File: src/rtl/seg7_pkg.sv
// ============================================================================
// Module      : seg7_pkg
// Description : Active-low 7-segment glyph patterns and shared helpers for
//               the scan decoder.
// Revision    : 1.0 - initial release
// ============================================================================
`default_nettype none

package seg7_pkg;

    typedef logic [6:0] seg7_pat_t;

    localparam seg7_pat_t SEG_0     = 7'h40;
    localparam seg7_pat_t SEG_1     = 7'h79;
    localparam seg7_pat_t SEG_2     = 7'h24;
    localparam seg7_pat_t SEG_3     = 7'h30;
    localparam seg7_pat_t SEG_4     = 7'h19;
    localparam seg7_pat_t SEG_5     = 7'h12;
    localparam seg7_pat_t SEG_6     = 7'h02;
    localparam seg7_pat_t SEG_7     = 7'h78;
    localparam seg7_pat_t SEG_8     = 7'h00;
    localparam seg7_pat_t SEG_9     = 7'h10;
    localparam seg7_pat_t SEG_A     = 7'h08;
    localparam seg7_pat_t SEG_B     = 7'h03;
    localparam seg7_pat_t SEG_C     = 7'h46;
    localparam seg7_pat_t SEG_D     = 7'h21;
    localparam seg7_pat_t SEG_E     = 7'h06;
    localparam seg7_pat_t SEG_F     = 7'h0E;
    localparam seg7_pat_t SEG_BLANK = 7'h7F;

    // Digit-index width; a single-digit display still gets a 1-bit index.
    function automatic int idx_width(input int n);
        return (n > 1) ? $clog2(n) : 1;
    endfunction

endpackage

`default_nettype wire

File: src/rtl/seg7_scan_decoder_if.sv
// ============================================================================
// Module      : seg7_scan_decoder_if
// Description : Display-bus and readback bundle between the display path
//               (master) and the scan decoder (slave).
// Revision    : 1.0 - initial release
// ============================================================================
`default_nettype none

interface seg7_scan_decoder_if
    import seg7_pkg::*;
#(
    parameter int NUM_DIGITS = 4
);
    localparam int c_idx_w = idx_width(NUM_DIGITS);

    logic [7:0]              seg_n;
    logic [NUM_DIGITS-1:0]   an_n;
    logic                    err_clr;
    logic [4*NUM_DIGITS-1:0] digits_o;
    logic [NUM_DIGITS-1:0]   valid_o;
    logic [NUM_DIGITS-1:0]   dp_o;
    logic                    upd_o;
    logic [c_idx_w-1:0]      upd_idx_o;
    logic                    err_o;

    modport master (
        output seg_n, an_n, err_clr,
        input  digits_o, valid_o, dp_o, upd_o, upd_idx_o, err_o
    );

    modport slave (
        input  seg_n, an_n, err_clr,
        output digits_o, valid_o, dp_o, upd_o, upd_idx_o, err_o
    );

endinterface

`default_nettype wire

File: src/rtl/seg7_pattern_decode.sv
// ============================================================================
// Module      : seg7_pattern_decode
// Description : Combinational inverse of the hex-to-segment encoder; flags
//               legal glyphs and the blank pattern.
// Revision    : 1.0 - initial release
// ============================================================================
`default_nettype none

module seg7_pattern_decode
    import seg7_pkg::*;
(
    input  seg7_pat_t  i_pat,
    output logic       o_legal,
    output logic       o_blank,
    output logic [3:0] o_hex
);

    always_comb begin
        o_legal = 1'b1;
        o_blank = 1'b0;
        o_hex   = 4'h0;
        case (i_pat)
            SEG_0:     o_hex = 4'h0;
            SEG_1:     o_hex = 4'h1;
            SEG_2:     o_hex = 4'h2;
            SEG_3:     o_hex = 4'h3;
            SEG_4:     o_hex = 4'h4;
            SEG_5:     o_hex = 4'h5;
            SEG_6:     o_hex = 4'h6;
            SEG_7:     o_hex = 4'h7;
            SEG_8:     o_hex = 4'h8;
            SEG_9:     o_hex = 4'h9;
            SEG_A:     o_hex = 4'hA;
            SEG_B:     o_hex = 4'hB;
            SEG_C:     o_hex = 4'hC;
            SEG_D:     o_hex = 4'hD;
            SEG_E:     o_hex = 4'hE;
            SEG_F:     o_hex = 4'hF;
            SEG_BLANK: begin
                o_legal = 1'b0;
                o_blank = 1'b1;
            end
            default:   o_legal = 1'b0;
        endcase
    end

endmodule

`default_nettype wire

File: src/rtl/seg7_scan_decoder.sv
// ============================================================================
// Module      : seg7_scan_decoder
// Description : Reconstructs per-digit hex values from the multiplexed
//               active-low segment/anode bus. Define SEG7_DP_CAPTURE_EN to
//               include the decimal point in matching and capture it on dp_o.
// Revision    : 1.0 - initial release
// ============================================================================
`default_nettype none

module seg7_scan_decoder
    import seg7_pkg::*;
#(
    parameter int NUM_DIGITS    = 4,
    parameter int STABLE_CYCLES = 4
) (
    input  logic               clk,
    input  logic               rst,
    seg7_scan_decoder_if.slave bus
);

    localparam int         c_idx_w  = idx_width(NUM_DIGITS);
    localparam logic [7:0] c_stable = 8'(STABLE_CYCLES);
`ifdef SEG7_DP_CAPTURE_EN
    localparam int         c_pat_w  = 8;
`else
    localparam int         c_pat_w  = 7;
`endif

    logic [c_pat_w-1:0]      r_pat;
    logic [c_pat_w-1:0]      r_prev_pat;
    logic [NUM_DIGITS-1:0]   r_an_n;
    logic [c_idx_w-1:0]      r_prev_idx;
    logic [7:0]              r_cnt;
    logic [4*NUM_DIGITS-1:0] r_digits;
    logic [NUM_DIGITS-1:0]   r_valid;
    logic                    r_upd;
    logic [c_idx_w-1:0]      r_upd_idx;
    logic                    r_err;
`ifdef SEG7_DP_CAPTURE_EN
    logic [NUM_DIGITS-1:0]   r_dp;
`endif

    logic               w_any;
    logic               w_multi;
    logic [c_idx_w-1:0] w_idx;
    logic               w_tracked;
    logic               w_match;
    logic [7:0]         w_cnt_nxt;
    logic               w_commit;
    logic               w_legal;
    logic               w_blank;
    logic [3:0]         w_hex;
    logic [3:0]         w_old_digit;
    logic [3:0]         w_new_digit;
    logic               w_changed;
    logic               w_err_event;

    // Anodes reset to "none selected" so the first post-reset sample is idle
    // rather than an all-digit collision.
    always_ff @(posedge clk or posedge rst) begin
        if (rst) begin
            r_pat  <= '0;
            r_an_n <= '1;
        end else begin
            r_pat  <= bus.seg_n[c_pat_w-1:0];
            r_an_n <= bus.an_n;
        end
    end

    always_comb begin
        w_any   = 1'b0;
        w_multi = 1'b0;
        w_idx   = '0;
        for (int i = 0; i < NUM_DIGITS; i++) begin
            if (!r_an_n[i]) begin
                if (w_any) w_multi = 1'b1;
                w_any = 1'b1;
                w_idx = c_idx_w'(i);
            end
        end
    end

    assign w_tracked = w_any && !w_multi;

    always_comb begin
        w_match   = (r_pat == r_prev_pat) && (w_idx == r_prev_idx);
        w_cnt_nxt = 8'd1;
        if (!w_tracked) begin
            w_cnt_nxt = '0;
        end else if (w_match) begin
            w_cnt_nxt = (r_cnt == c_stable) ? c_stable : r_cnt + 8'd1;
        end
    end

    // Only the transition into saturation commits; holding there does not.
    assign w_commit = w_tracked && (w_cnt_nxt == c_stable) && (r_cnt != c_stable);

    always_ff @(posedge clk or posedge rst) begin
        if (rst) begin
            r_cnt      <= '0;
            r_prev_pat <= '0;
            r_prev_idx <= '0;
        end else begin
            r_cnt      <= w_cnt_nxt;
            r_prev_pat <= r_pat;
            r_prev_idx <= w_idx;
        end
    end

    seg7_pattern_decode u_decode (
        .i_pat   (r_pat[6:0]),
        .o_legal (w_legal),
        .o_blank (w_blank),
        .o_hex   (w_hex)
    );

    always_comb begin
        w_old_digit = r_digits[4*w_idx +: 4];
        w_new_digit = w_legal ? w_hex : w_old_digit;
        w_changed   = (w_new_digit != w_old_digit) || (w_legal != r_valid[w_idx]);
`ifdef SEG7_DP_CAPTURE_EN
        w_changed   = w_changed || (r_dp[w_idx] == r_pat[7]);
`endif
    end

    assign w_err_event = w_multi || (w_commit && !w_legal && !w_blank);

    always_ff @(posedge clk or posedge rst) begin
        if (rst) begin
            r_digits  <= '0;
            r_valid   <= '0;
            r_upd     <= 1'b0;
            r_upd_idx <= '0;
            r_err     <= 1'b0;
`ifdef SEG7_DP_CAPTURE_EN
            r_dp      <= '0;
`endif
        end else begin
            r_upd <= w_commit && w_changed;
            if (w_commit) begin
                r_digits[4*w_idx +: 4] <= w_new_digit;
                r_valid[w_idx]         <= w_legal;
`ifdef SEG7_DP_CAPTURE_EN
                r_dp[w_idx]            <= ~r_pat[7];
`endif
                if (w_changed) r_upd_idx <= w_idx;
            end
            if (w_err_event) begin
                r_err <= 1'b1;
            end else if (bus.err_clr) begin
                r_err <= 1'b0;
            end
        end
    end

    assign bus.digits_o  = r_digits;
    assign bus.valid_o   = r_valid;
    assign bus.upd_o     = r_upd;
    assign bus.upd_idx_o = r_upd_idx;
    assign bus.err_o     = r_err;
`ifdef SEG7_DP_CAPTURE_EN
    assign bus.dp_o      = r_dp;
`else
    assign bus.dp_o      = '0;
`endif

endmodule

`default_nettype wire
File: src/flat_wrapper.sv
// flat-port wrapper written by rule: the top's interface ports become plain ports
module seg7_scan_decoder_flat import seg7_pkg::*;
#(
    parameter int NUM_DIGITS    = 4,
    parameter int STABLE_CYCLES = 4
)
  (clk, rst, bus_seg_n, bus_an_n, bus_err_clr, bus_digits_o, bus_valid_o, bus_dp_o, bus_upd_o, bus_upd_idx_o, bus_err_o);
  seg7_scan_decoder_if #(.NUM_DIGITS(NUM_DIGITS)) bus_i ();
  input  logic clk;
  input  logic rst;
  input wire logic [$bits(bus_i.seg_n)-1:0] bus_seg_n;
  input wire logic [$bits(bus_i.an_n)-1:0] bus_an_n;
  input wire logic [$bits(bus_i.err_clr)-1:0] bus_err_clr;
  output wire logic [$bits(bus_i.digits_o)-1:0] bus_digits_o;
  output wire logic [$bits(bus_i.valid_o)-1:0] bus_valid_o;
  output wire logic [$bits(bus_i.dp_o)-1:0] bus_dp_o;
  output wire logic [$bits(bus_i.upd_o)-1:0] bus_upd_o;
  output wire logic [$bits(bus_i.upd_idx_o)-1:0] bus_upd_idx_o;
  output wire logic [$bits(bus_i.err_o)-1:0] bus_err_o;
  assign bus_i.seg_n = bus_seg_n;
  assign bus_i.an_n = bus_an_n;
  assign bus_i.err_clr = bus_err_clr;
  assign bus_digits_o = bus_i.digits_o;
  assign bus_valid_o = bus_i.valid_o;
  assign bus_dp_o = bus_i.dp_o;
  assign bus_upd_o = bus_i.upd_o;
  assign bus_upd_idx_o = bus_i.upd_idx_o;
  assign bus_err_o = bus_i.err_o;
  seg7_scan_decoder #(.NUM_DIGITS(NUM_DIGITS), .STABLE_CYCLES(STABLE_CYCLES)) u_core (.clk(clk), .rst(rst), .bus(bus_i));
endmodule
File: config.mk
export PLATFORM = sky130hd
export DESIGN_NAME = seg7_scan_decoder_flat
export DESIGN_NICKNAME = d
export VERILOG_FILES = /design/src/rtl/seg7_pkg.sv /design/src/rtl/seg7_scan_decoder_if.sv /design/src/rtl/seg7_pattern_decode.sv /design/src/rtl/seg7_scan_decoder.sv /design/src/flat_wrapper.sv
export SDC_FILE = /design/constraint.sdc
export NUM_CORES = 1
export LEC_CHECK = 0
export ABC_CLOCK_PERIOD_IN_PS = 3500
export BUFFER_PORTS_ARGS = -buffer_cell sky130_fd_sc_hd__buf_2
export CORE_MARGIN = 5
export CORE_UTILIZATION = 57
export DETAILED_ROUTE_END_ITERATION = 8
export PLACE_DENSITY = 0.82
export SYNTH_ARGS = -nofsm -noshare
export SYNTH_HDL_FRONTEND = slang
export SYNTH_SLANG_ARGS = --single-unit
export TNS_END_PERCENT = 20
File: constraint.sdc
create_clock -name clk -period 3.5 [get_ports clk]
set_input_delay 0.175 -clock clk [delete_from_list [all_inputs] [get_ports clk]]
set_output_delay 0.175 -clock clk [all_outputs]
set_load 0.02 [all_outputs]
==> reports/metrics.csv <==
metric,value,unit
status,"complete, no violations",
drt wl/cell,15.5,µm
pwr/cell area,353,nW/µm²
ys flop type,dfrtp_1,
asr flop ratio synth,100,%
Worst-Margin Slew,1.06,ns
P_sw,281,µW
leading area contributor after synthesis,dfrtp_1,
setup TNS,0,ns
Logic pwr share,10.0,%
post-synthesis cell count,269,
R2R setup slack,0.65,ns
crit path DAT,3.03,ns
vias post-DR,2184,
Ports,43,
cts bufs inserted,5,
minimum clock period,2.85,ns
post-route core utilization,68.1,%
P_leak,1.51,nW
first-pass GRT wire length,10.2,mm
CTS tree,yes,
DRC viols,0,
"Req. time, crit path",3.68,ns
H-tree levels,2,
Synth cell types,62,
Yosys top cell area share,41.7,%
GRT Total Usage,19.7,%
starting density of the core,59.7,%
Fmax,351,MHz
Routed Wire Length,5.84,mm
total gr overflow,0,
slew margin rel.,29.0,%
Post-synth EDFFs,0,
Yosys reg bits,52,
1st-iter DRT viols,240,
sequential power share,55.4,%
largest vdd supply drop,0.000316,V
vias in the first global route,2239,
fin cells,378,
Critical Path Source Type,flip-flop,
P&R area growth vs syn,14.0,%
via/cell ratio,5.78,
core area,4820,µm²
Core Rows,25,
largest net degree at the start of global routing,53,
mapped cell area,2880,µm²
Switching Share,24.2,%
layout cell share with drive strength beyond 1,23.5,%
initial antenna violation count,0,
"antenna viol nets, final",0,
gp weighted congestion,0.870,
final count of pins violating max slew,0,
input/output buffers,37,
r2r startpoint,u_core.r_pat[5]$_DFF_PP0_,
setup bufs post-CTS,0,
Die Footprint,6570,µm²
Crit Path Category,reg -> reg,
Max Buffers Root-to-Sink,2,
average footprint of a synthesized cell,10.7,µm²
Setup WS post-layout,0.651,ns
Worst Hold Class,in -> async,
P_int,878,µW
clk sink count,52,
# diodes,0,
Resize count post-CTS,0,
Max Cap Viol,0,
hold bufs inserted after CTS,11,
RSZ-0062 raised after global routing,no,
chip height,81.1,µm
CP endpoint kind,flip-flop,
Final Hold Viols,0,
Clock Tree Root,clkbuf_8,
Ys Warns,0,
Nets,327,
Worst R2R Path Depth,7,
DPL Wire Length,4.16,mm
Setup-failing EPs final,0,
fin crit share,81.4,%
Clk pwr share,34.6,%
Critical Path Source,u_core.r_pat[5]$_DFF_PP0_,
sequential area share after synthesis,45.4,%
Worst R2R End,u_core.bus.digits_o[1]$_DFFE_PP0P_,
Fillers,371,
"top cells by area, synth","dfrtp_1 (42%), mux2_1 (6.7%), dfstp_2 (3.7%)",
Placed Instances,359,
"Reg clk slew, reported paths",0.09,ns
Place WS,0.635,ns
Pre-antenna DRT Iters,4,
CP Max Fanout,10,
Die W,81.1,µm
Worst Setup EP,u_core.bus.digits_o[1]$_DFFE_PP0P_,
Worst Clk Skew,0.00704,ns
worst skew pair latency,0.30,ns
[cell usage after synthesis (7+ instances only)]
| library cell | number |
|---|---|
| a21oi_1 | 13 |
| buf_2 | 7 |
| dfrtp_1 | 48 |
| inv_1 | 7 |
| mux2_1 | 17 |
| nand2_1 | 9 |
| nand3_1 | 8 |
| nor2_1 | 22 |
| nor3_1 | 8 |
| o21ai_0 | 8 |
| xnor2_1 | 8 |
| xor2_1 | 10 |
[worst max-delay path, stage by stage (launching register included)]
cell	delay, ns
dfrtp_1	0.59
xnor2_1	0.17
nand4_1	0.14
nor4_2	0.41
nor4b_4	0.38
nand4_2	0.20
or3_1	0.48
mux2_1	0.36
[metrics by stage]
stage	hold WS (ns)	power, mW	area, µm²
floorplan	0.179	0.735	2890
global placement	0.281	0.755	3060
detailed placement	0.281	0.759	3060
CTS	0.168	1.17	3280
global route	0.184	1.21	3280
finish	0.123	1.16	3280
[cells by family after synthesis]
logic type / after synthesis / share of synthesized area, %
AOI/OAI and AO/OA: 50 / 12.8
xor gates and xnor gates: 19 / 6.04
adders and majority gates: 2 / 0.869
buffers and inverters: 29 / 5.26
DFF: 52 / 45.4
muxes: 27 / 10.3
other: 1 / 0.130
and+or+nand+nor: 89 / 19.1
[placed cells by master (no fill, tap or decap), drive strengths merged, types with 3 or more instances in the layout]
| cell type | instances |
|---|---|
| a21o | 3 |
| conb | 4 |
| a211oi | 6 |
| nand2 | 9 |
| xor2 | 10 |
| clkbuf | 6 |
| nand4 | 4 |
| or3b | 3 |
| nor2 | 22 |
| a21oi | 13 |
| o21ai | 10 |
| mux2 | 22 |
| or3 | 5 |
| inv | 9 |
| nand3b | 5 |
| mux2i | 5 |
| nor3 | 8 |
| dfstp | 4 |
| and3 | 6 |
| dlygate4sd3 | 11 |
| nand3 | 9 |
| dfrtp | 48 |
| buf | 40 |
| xnor2 | 9 |
| and4b | 3 |
[power by group through the flow]
| stage | Combinational (mW) | Sequential (mW) | Clock [mW] |
|---|---|---|---|
| after detailed placement | 0.106 | 0.653 | 0 |
| final | 0.116 | 0.642 | 0.400 |
| after global placement | 0.103 | 0.653 | 0 |
| after floorplan | 0.0971 | 0.638 | 0 |
| after CTS | 0.116 | 0.642 | 0.409 |
| after global routing | 0.130 | 0.645 | 0.434 |
[flip-flops by register name, indices dropped and copies added (netlist names)]
register and flops:
u_core.r_cnt 8, u_core.r_pat 7, u_core.r_an_n 4, u_core.bus.upd_idx_o 2, u_core.bus.err_o 1, u_core.bus.valid_o 4
u_core.r_prev_idx 2, u_core.r_prev_pat 7, u_core.bus.digits_o 16, u_core.bus.upd_o 1
[area by class of cell]
type	instances	area (µm²)	share of cell area, %
Multi-Input combinational cell	191	1430	43.6
Sequential cell	52	1310	39.8
Timing Repair Buffer	51	318	9.69
Tap cell	67	83.8	2.56
Clock buffer	6	72.6	2.21
Clock inverter	2	35.0	1.07
Inverter	9	33.8	1.03
[routing by layer]
layer  wire [µm]  GRT usage, %  share of wire (%)  vias to the layer above
met5           0             0                  0                        -
li1            -             -                  -                     1036
met3         244          3.88                4.2                       12
met2        2920          32.2                 50                       52
met1        2590          25.7                 44                     1084
met4          90          7.94                1.5                        0
[worst min path at each step]
stage / start / end / cells after the start
6_report: rst / u_core.bus.valid_o[1]$_DFFE_PP0P_ / 2
5_1_grt: bus_err_clr / u_core.bus.err_o$_DFFE_PP0P_ / 4
4_1_cts: rst / u_core.bus.digits_o[1]$_DFFE_PP0P_ / 2
3_5_place_dp: bus_an_n[3] / u_core.r_an_n[3]$_DFF_PP1_ / 1
3_3_place_gp: bus_an_n[0] / u_core.r_an_n[0]$_DFF_PP1_ / 1
2_1_floorplan: bus_an_n[0] / u_core.r_an_n[0]$_DFF_PP1_ / 0
(Power assumes the default switching activity.)
